==> config.mk <==
export PLATFORM = sky130hd
export DESIGN_NAME = pattern_gen
export DESIGN_NICKNAME = d
export VERILOG_FILES = /design/src/rtl/pattern_gen_pkg.sv /design/src/rtl/pattern_shift_reg.sv /design/src/rtl/pattern_gen.sv
export SDC_FILE = /design/constraint.sdc
export NUM_CORES = 1
export LEC_CHECK = 0
export CORE_ASPECT_RATIO = 1.5
export CORE_MARGIN = 2
export CORE_UTILIZATION = 30
export DETAILED_ROUTE_END_ITERATION = 12
export GPL_ROUTABILITY_DRIVEN = 0
export SLEW_MARGIN = 20
export SYNTH_ARGS = -nofsm -noshare
export SYNTH_HDL_FRONTEND = slang
export SYNTH_SLANG_ARGS = --single-unit
==> constraint.sdc <==
create_clock -name clk -period 2.4 [get_ports clk]
set_clock_uncertainty 0.1 [all_clocks]
set_input_delay 0.6 -clock clk [delete_from_list [all_inputs] [get_ports clk]]
set_output_delay 0.6 -clock clk [all_outputs]
set_load 0.01 [all_outputs]
==> src/rtl/pattern_gen_pkg.sv <==
// Shared definitions for the serial pattern generator: state encoding,
// default geometry and the pattern-length normalisation helper.
package pattern_gen_pkg;

  // Controller states; outputs are registered alongside the state.
  typedef enum logic [2:0] {
    ST_IDLE  = 3'd0,
    ST_LOAD  = 3'd1,
    ST_SHIFT = 3'd2,
    ST_GAP   = 3'd3,
    ST_DONE  = 3'd4
  } state_e;

  // Default maximum pattern length in bits.
  localparam int MAX_LEN_DEF = 8;

  // Pattern held after reset (110101 in the low 6 bits).
  localparam logic [7:0] DEFAULT_PATTERN_DEF = 8'b0011_0101;

  // Length held after reset, matching the 6 meaningful bits above.
  localparam logic [3:0] DEFAULT_LEN = 4'd6;

  // A length of 0 or anything above the maximum means "use the maximum".
  function automatic logic [3:0] eff_len(input logic [3:0] len, input int max_len);
    if ((len == 4'd0) || (int'(len) > max_len)) begin
      return 4'(max_len);
    end
    return len;
  endfunction

endpackage

==> src/rtl/pattern_shift_reg.sv <==
// Loadable MSB-first shifter. Keeps a latched copy of the pattern and its
// length so a repetition can restart at the MSB without the external inputs.
// The working register is left-aligned so the next bit is always at the top.
module pattern_shift_reg
  import pattern_gen_pkg::*;
#(
  parameter int                 MAX_LEN         = MAX_LEN_DEF,
  parameter logic [MAX_LEN-1:0] DEFAULT_PATTERN = DEFAULT_PATTERN_DEF
) (
  input  logic               clk,
  input  logic               rstn,
  input  logic               load,        // latch new pattern/length and align it
  input  logic               restart,     // emit MSB of latched pattern, queue the rest
  input  logic               shift,       // emit the top bit of the working register
  input  logic [MAX_LEN-1:0] pattern_in,
  input  logic [3:0]         len_in,      // already normalised to 1..MAX_LEN
  output logic               bit_out,     // bit being emitted this cycle
  output logic [3:0]         len_out      // latched length
);

  logic [MAX_LEN-1:0] pat_q, pat_d;
  logic [MAX_LEN-1:0] shift_q, shift_d;
  logic [3:0]         len_q, len_d;
  logic [MAX_LEN-1:0] aligned_in;
  logic [MAX_LEN-1:0] aligned_lat;

  // Move bit len-1 up to the top of the register.
  function automatic logic [MAX_LEN-1:0] align(input logic [MAX_LEN-1:0] p,
                                               input logic [3:0]         l);
    logic [3:0] sa;
    sa = 4'(MAX_LEN) - l;
    return p << sa;
  endfunction

  assign aligned_in  = align(pattern_in, len_in);
  assign aligned_lat = align(pat_q, len_q);

  // On restart the first bit comes straight from the latched copy so that
  // back-to-back repetitions need no bubble cycle.
  assign bit_out = restart ? aligned_lat[MAX_LEN-1] : shift_q[MAX_LEN-1];
  assign len_out = len_q;

  // Next-value selection: load wins, then restart, then plain shift.
  always_comb begin
    pat_d   = pat_q;
    len_d   = len_q;
    shift_d = shift_q;
    if (load) begin
      pat_d   = pattern_in;
      len_d   = len_in;
      shift_d = aligned_in;
    end else if (restart) begin
      shift_d = aligned_lat << 1;
    end else if (shift) begin
      shift_d = shift_q << 1;
    end
  end

  // Storage with asynchronous return to the default pattern.
  always_ff @(posedge clk or negedge rstn) begin
    if (!rstn) begin
      pat_q   <= DEFAULT_PATTERN;
      len_q   <= DEFAULT_LEN;
      shift_q <= '0;
    end else begin
      pat_q   <= pat_d;
      len_q   <= len_d;
      shift_q <= shift_d;
    end
  end

endmodule

==> src/rtl/pattern_gen.sv <==
// Serial pattern generator: on start, sends a latched pattern MSB-first,
// rep+1 times with gap idle cycles between repetitions, then pulses done.
// Outputs are registered and change on the same edge as the state.
module pattern_gen
  import pattern_gen_pkg::*;
#(
  parameter int                 MAX_LEN         = MAX_LEN_DEF,
  parameter logic [MAX_LEN-1:0] DEFAULT_PATTERN = DEFAULT_PATTERN_DEF
) (
  input  logic               clk,
  input  logic               rstn,
  input  logic               start,
  input  logic               abort,
  input  logic [MAX_LEN-1:0] pattern,
  input  logic [3:0]         pat_len,
  input  logic [3:0]         rep,
  input  logic [3:0]         gap,
  output logic               out,
  output logic               out_valid,
  output logic               busy,
  output logic               done
);

  state_e     state_q, state_d;
  logic [3:0] bit_cnt_q, bit_cnt_d;   // bits still to emit after the current one
  logic [3:0] gap_cnt_q, gap_cnt_d;   // idle cycles still to spend after this one
  logic [4:0] rep_cnt_q, rep_cnt_d;   // repetitions remaining after the current one
  logic [3:0] gap_len_q, gap_len_d;   // latched gap length
  logic       out_q, out_d;
  logic       out_valid_q, out_valid_d;
  logic       busy_q, busy_d;
  logic       done_q, done_d;

  logic       sr_load;
  logic       sr_restart;
  logic       sr_shift;
  logic       sr_bit;
  logic [3:0] sr_len;

  pattern_shift_reg #(
    .MAX_LEN         (MAX_LEN),
    .DEFAULT_PATTERN (DEFAULT_PATTERN)
  ) u_shift (
    .clk        (clk),
    .rstn       (rstn),
    .load       (sr_load),
    .restart    (sr_restart),
    .shift      (sr_shift),
    .pattern_in (pattern),
    .len_in     (eff_len(pat_len, MAX_LEN)),
    .bit_out    (sr_bit),
    .len_out    (sr_len)
  );

  // Next state, counters and registered outputs; abort overrides everything.
  always_comb begin
    state_d     = state_q;
    bit_cnt_d   = bit_cnt_q;
    gap_cnt_d   = gap_cnt_q;
    rep_cnt_d   = rep_cnt_q;
    gap_len_d   = gap_len_q;
    out_d       = 1'b0;
    out_valid_d = 1'b0;
    busy_d      = 1'b0;
    done_d      = 1'b0;
    sr_load     = 1'b0;
    sr_restart  = 1'b0;
    sr_shift    = 1'b0;

    case (state_q)
      ST_IDLE: begin
        if (start) begin
          sr_load   = 1'b1;
          rep_cnt_d = {1'b0, rep};
          gap_len_d = gap;
          state_d   = ST_LOAD;
          busy_d    = 1'b1;
        end
      end

      ST_LOAD: begin
        // First bit leaves on the edge that ends LOAD.
        sr_shift    = 1'b1;
        out_d       = sr_bit;
        out_valid_d = 1'b1;
        busy_d      = 1'b1;
        bit_cnt_d   = sr_len - 4'd1;
        state_d     = ST_SHIFT;
      end

      ST_SHIFT: begin
        busy_d = 1'b1;
        if (bit_cnt_q != 4'd0) begin
          sr_shift    = 1'b1;
          out_d       = sr_bit;
          out_valid_d = 1'b1;
          bit_cnt_d   = bit_cnt_q - 4'd1;
        end else if (rep_cnt_q != 5'd0) begin
          rep_cnt_d = rep_cnt_q - 5'd1;
          if (gap_len_q != 4'd0) begin
            gap_cnt_d = gap_len_q - 4'd1;
            state_d   = ST_GAP;
          end else begin
            // Zero gap: next repetition's MSB follows immediately.
            sr_restart  = 1'b1;
            out_d       = sr_bit;
            out_valid_d = 1'b1;
            bit_cnt_d   = sr_len - 4'd1;
          end
        end else begin
          busy_d  = 1'b0;
          done_d  = 1'b1;
          state_d = ST_DONE;
        end
      end

      ST_GAP: begin
        busy_d = 1'b1;
        if (gap_cnt_q == 4'd0) begin
          sr_restart  = 1'b1;
          out_d       = sr_bit;
          out_valid_d = 1'b1;
          bit_cnt_d   = sr_len - 4'd1;
          state_d     = ST_SHIFT;
        end else begin
          gap_cnt_d = gap_cnt_q - 4'd1;
        end
      end

      ST_DONE: begin
        // start is deliberately not looked at here.
        state_d = ST_IDLE;
      end

      default: begin
        state_d = ST_IDLE;
      end
    endcase

    if (abort && (state_q != ST_IDLE)) begin
      state_d     = ST_IDLE;
      bit_cnt_d   = 4'd0;
      gap_cnt_d   = 4'd0;
      rep_cnt_d   = 5'd0;
      out_d       = 1'b0;
      out_valid_d = 1'b0;
      busy_d      = 1'b0;
      done_d      = 1'b0;
      sr_load     = 1'b0;
      sr_restart  = 1'b0;
      sr_shift    = 1'b0;
    end
  end

  // State, counter and output registers with asynchronous clear.
  always_ff @(posedge clk or negedge rstn) begin
    if (!rstn) begin
      state_q     <= ST_IDLE;
      bit_cnt_q   <= 4'd0;
      gap_cnt_q   <= 4'd0;
      rep_cnt_q   <= 5'd0;
      gap_len_q   <= 4'd0;
      out_q       <= 1'b0;
      out_valid_q <= 1'b0;
      busy_q      <= 1'b0;
      done_q      <= 1'b0;
    end else begin
      state_q     <= state_d;
      bit_cnt_q   <= bit_cnt_d;
      gap_cnt_q   <= gap_cnt_d;
      rep_cnt_q   <= rep_cnt_d;
      gap_len_q   <= gap_len_d;
      out_q       <= out_d;
      out_valid_q <= out_valid_d;
      busy_q      <= busy_d;
      done_q      <= done_d;
    end
  end

  assign out       = out_q;
  assign out_valid = out_valid_q;
  assign busy      = busy_q;
  assign done      = done_q;

endmodule

==> results.toml <==
[run_status]
status = "complete, no violations"

[worst_setup_path]
critPathMaxStageDelay_ns = 0.58
cp.depth = 6
critPathCaptureType = "register"
cpMaxStageDelayCell = "or4_4"
rr_startpoint = "gap_len_q[1]"
crit_required_ns = 2.47
crit_type = "reg2reg"
path_cells = "or4_4 > nor4_4 > o21ai_2 > and3_1 > a22oi_1 > o21ai_1"
r2r_cells = 6
critical_path_arrival_ns = 2.37
start_kind = "register"
crit_family = "simple AND/OR/NAND/NOR gates"
crit_path_start = "gap_len_q[1]"
rrSetupSlack_ns = 0.10
r2r-end = "u_shift.shift_q[2]"
endpoint = "u_shift.shift_q[2]"
worst-path-buf-inv = 0
cp_max_fo = 5

[sta]
setup_viol = 0
rsz0062_at_grt = "false"
fin_crit_sh_pct = 95.7
min_period_ns = 2.30
relSlewSlack_pct = 66.5
max_freq_ghz = 0.435
worstMarginPinSlew_ns = 0.502
drv_slew = 0
hold_viol_final = 0

[route]
wl_per_cell_um = 14.9
drt_iter0_drc = 138
wl_um = 7760
route.vias.total = 2725
drtAntennaViolNets = 0
via_per_inst = 5.23
drcViolationCount = 0
drt_pass1_iterations = 4

[min_path]
hp-class = "in2async"

[die]
design.core.area_mm2 = 0.00931
die_w_um = 84.1
io-pin-count = 28
die_area_mm2 = 0.0104
die_h_um = 124
start_util_pct = 31.0
fp-row-count = 43

[placement]
dp_hpwl_um = 6000
place_area_mm2 = 0.00361
io_buffers = 27

[global_routing]
grt_util_all_layers_pct = 15.7
overflow = 0
grt_pass1_vias = 2798
antenna_found_initial = 0
grt_first_pass_wirelength_um = 13100
grt_max_degree = 25

[clock_network]
cts_sinks = 44
htreeDepth = 2
clk_path_buf_depth = 2
cts_inserted_buffers = 5
cts.clk_slew.worst_paths_ns = 0.06
root_buffer = "clkbuf_16"
insertion_delay_ns = 0.29
tritoncts = "built"

[synthesis]
synth_top_area_share_pct = 32.9
ys_dominant_reg_cell = "dfrtp_1"
synth_cell_types = 53
post-synth-top-count-cell = "nand2_1"
synth_area_leaders = "dfrtp_1 (33%), nand2_1 (9.0%), mux2i_1 (5.5%), dfstp_2 (5.5%), o21ai_0 (4.5%)"
syn_area_mm2 = 0.00289
async_flop_share_pct = 100
yosys_warnings = 0
synth_edf_count = 0
syn_inst = 338
ys_seq_area_share_pct = 38.4
synth_nets = 369
synth_area_leader_cell = "dfrtp_1"
synthTopCellsByCount = "nand2_1 (69), dfrtp_1 (38), o21ai_0 (26)"
ys_seq_elements = 44
syn_avg_cell_area_um2 = 8.54

[finish]
n_antenna_cell = 0
drive_gt1_share_pct = 21.5
fill_cells = 935
area_growth_pct = 33.5
fin_area_mm2 = 0.00386
fin_nets = 439

[run]
drv_cap = 0

[pwr]
ir_drop_uv = 480
p_leak_nw = 1.68
p_total_mw = 5.10
powerDensity_mw_per_mm2 = 1320
## power breakdown
group / internal [mW] / total [mW] / leakage (nW) / switching (mW)
clock network: 0.490 / 0.780 / 0.0808 / 0.290
registers: 1.12 / 1.41 / 0.540 / 0.290
logic: 1.37 / 2.92 / 1.06 / 1.54
total: 2.98 / 5.10 / 1.68 / 2.12
## final cells by class
type / count / area, um^2 / area share (%)
clock buffers: 6 / 129 / 3.34
clock inverters: 2 / 35.0 / 0.909
inverters: 12 / 45.0 / 1.17
multi-input cells: 267 / 1730 / 45.0
flip-flops and latches: 44 / 1110 / 28.7
well taps: 112 / 140 / 3.63
repair buffers: 78 / 664 / 17.2
## per-stage QoR
stage / hold WS, ns / TNS [ns] / std cells / setup WS, ns / utilization (%)
floorplan: 0.204 / 0 / 338 / 0.0371 / -
global placement: 0.360 / -1.23 / 510 / -0.203 / 38.8
detailed placement: 0.361 / -1.43 / 510 / -0.237 / 38.8
CTS: 0.187 / 0 / 518 / 0.0106 / 40.5
global route: 0.206 / 0 / 521 / 0.000709 / 41.4
finish: 0.171 / 0 / 521 / 0.103 / 41.4
## cells in the final DEF, fill, tap and decap left out, types with 3 or more instances in the layout
cell              n
clkbuf_16         5
dfstp_2           6
nand3_1           3
clkdlybuf4s50_1  26
nor2b_1           4
a31oi_1           4
a32o_1            3
o21ai_1           4
mux2i_1          15
a211oi_1          9
xor2_1            4
o22ai_1           5
or3_1             7
buf_4            49
ha_1              7
nor2_1           18
nand2b_1          5
nor3_1           10
o21ai_0          25
inv_1            11
and2_1            3
a22o_1            3
dfrtp_1          38
a21oi_1          17
nand2_1          69
o31ai_1           4
## metal layers
| layer | wire length (um) | global-route usage [%] | vias up |
|---|---|---|---|
| li1 | - | - | 1353 |
| met1 | 3080 | 17.0 | 1286 |
| met2 | 4210 | 29.9 | 68 |
| met3 | 239 | 2.19 | 18 |
| met4 | 231 | 7.26 | 0 |
| met5 | 0 | 0 | - |
## how the worst min path moves through the flow
stage | end | cells after the start | startpoint | slack [ns]
5_1_grt | gap_cnt_q[0] | 1 | rstn | 0.21
4_1_cts | rep_cnt_q[1] | 1 | rstn | 0.19
6_report | rep_cnt_q[1] | 1 | rstn | 0.17
3_3_place_gp | u_shift.pat_q[0] | 2 | u_shift.pat_q[0] | 0.36
3_5_place_dp | u_shift.pat_q[0] | 2 | u_shift.pat_q[0] | 0.36
2_1_floorplan | bit_cnt_q[0] | 0 | rstn | 0.20
## registers in the layout, summed over array words and instances, names as in the netlist
signal,flops
rep_cnt_q,5
gap_cnt_q,4
out,1
done,1
busy,1
out_valid,1
u_shift.shift_q,8
bit_cnt_q,4
gap_len_q,4
u_shift.pat_q,8
u_shift.len_out,4
state_q,3
## cell families (layout without fill, tap and decap cells)
| logic type | after synthesis | count (layout) | share of synthesized area, % |
|---|---|---|---|
| AO/OA/AOI/OAI | 89 | 90 | 19.5 |
| XOR/XNOR | 5 | 5 | 1.52 |
| adder cells (fa/ha/maj) | 7 | 7 | 3.03 |
| buffers and inverters | 28 | 98 | 4.12 |
| flip-flops | 44 | 44 | 38.4 |
| multiplexers | 22 | 22 | 8.67 |
| AND/OR/NAND/NOR | 143 | 143 | 24.8 |
## repair_timing
| action | 4_1_cts | 5_1_grt |
|---|---|---|
| gates resized for setup | 0 | 14 |
| endpoints found under the setup margin | 0 | 8 |
| hold buffers | 0 | 0 |
| buffers inserted | 0 | 2 |
No activity file was read; power rests on OpenSTA's default activity.
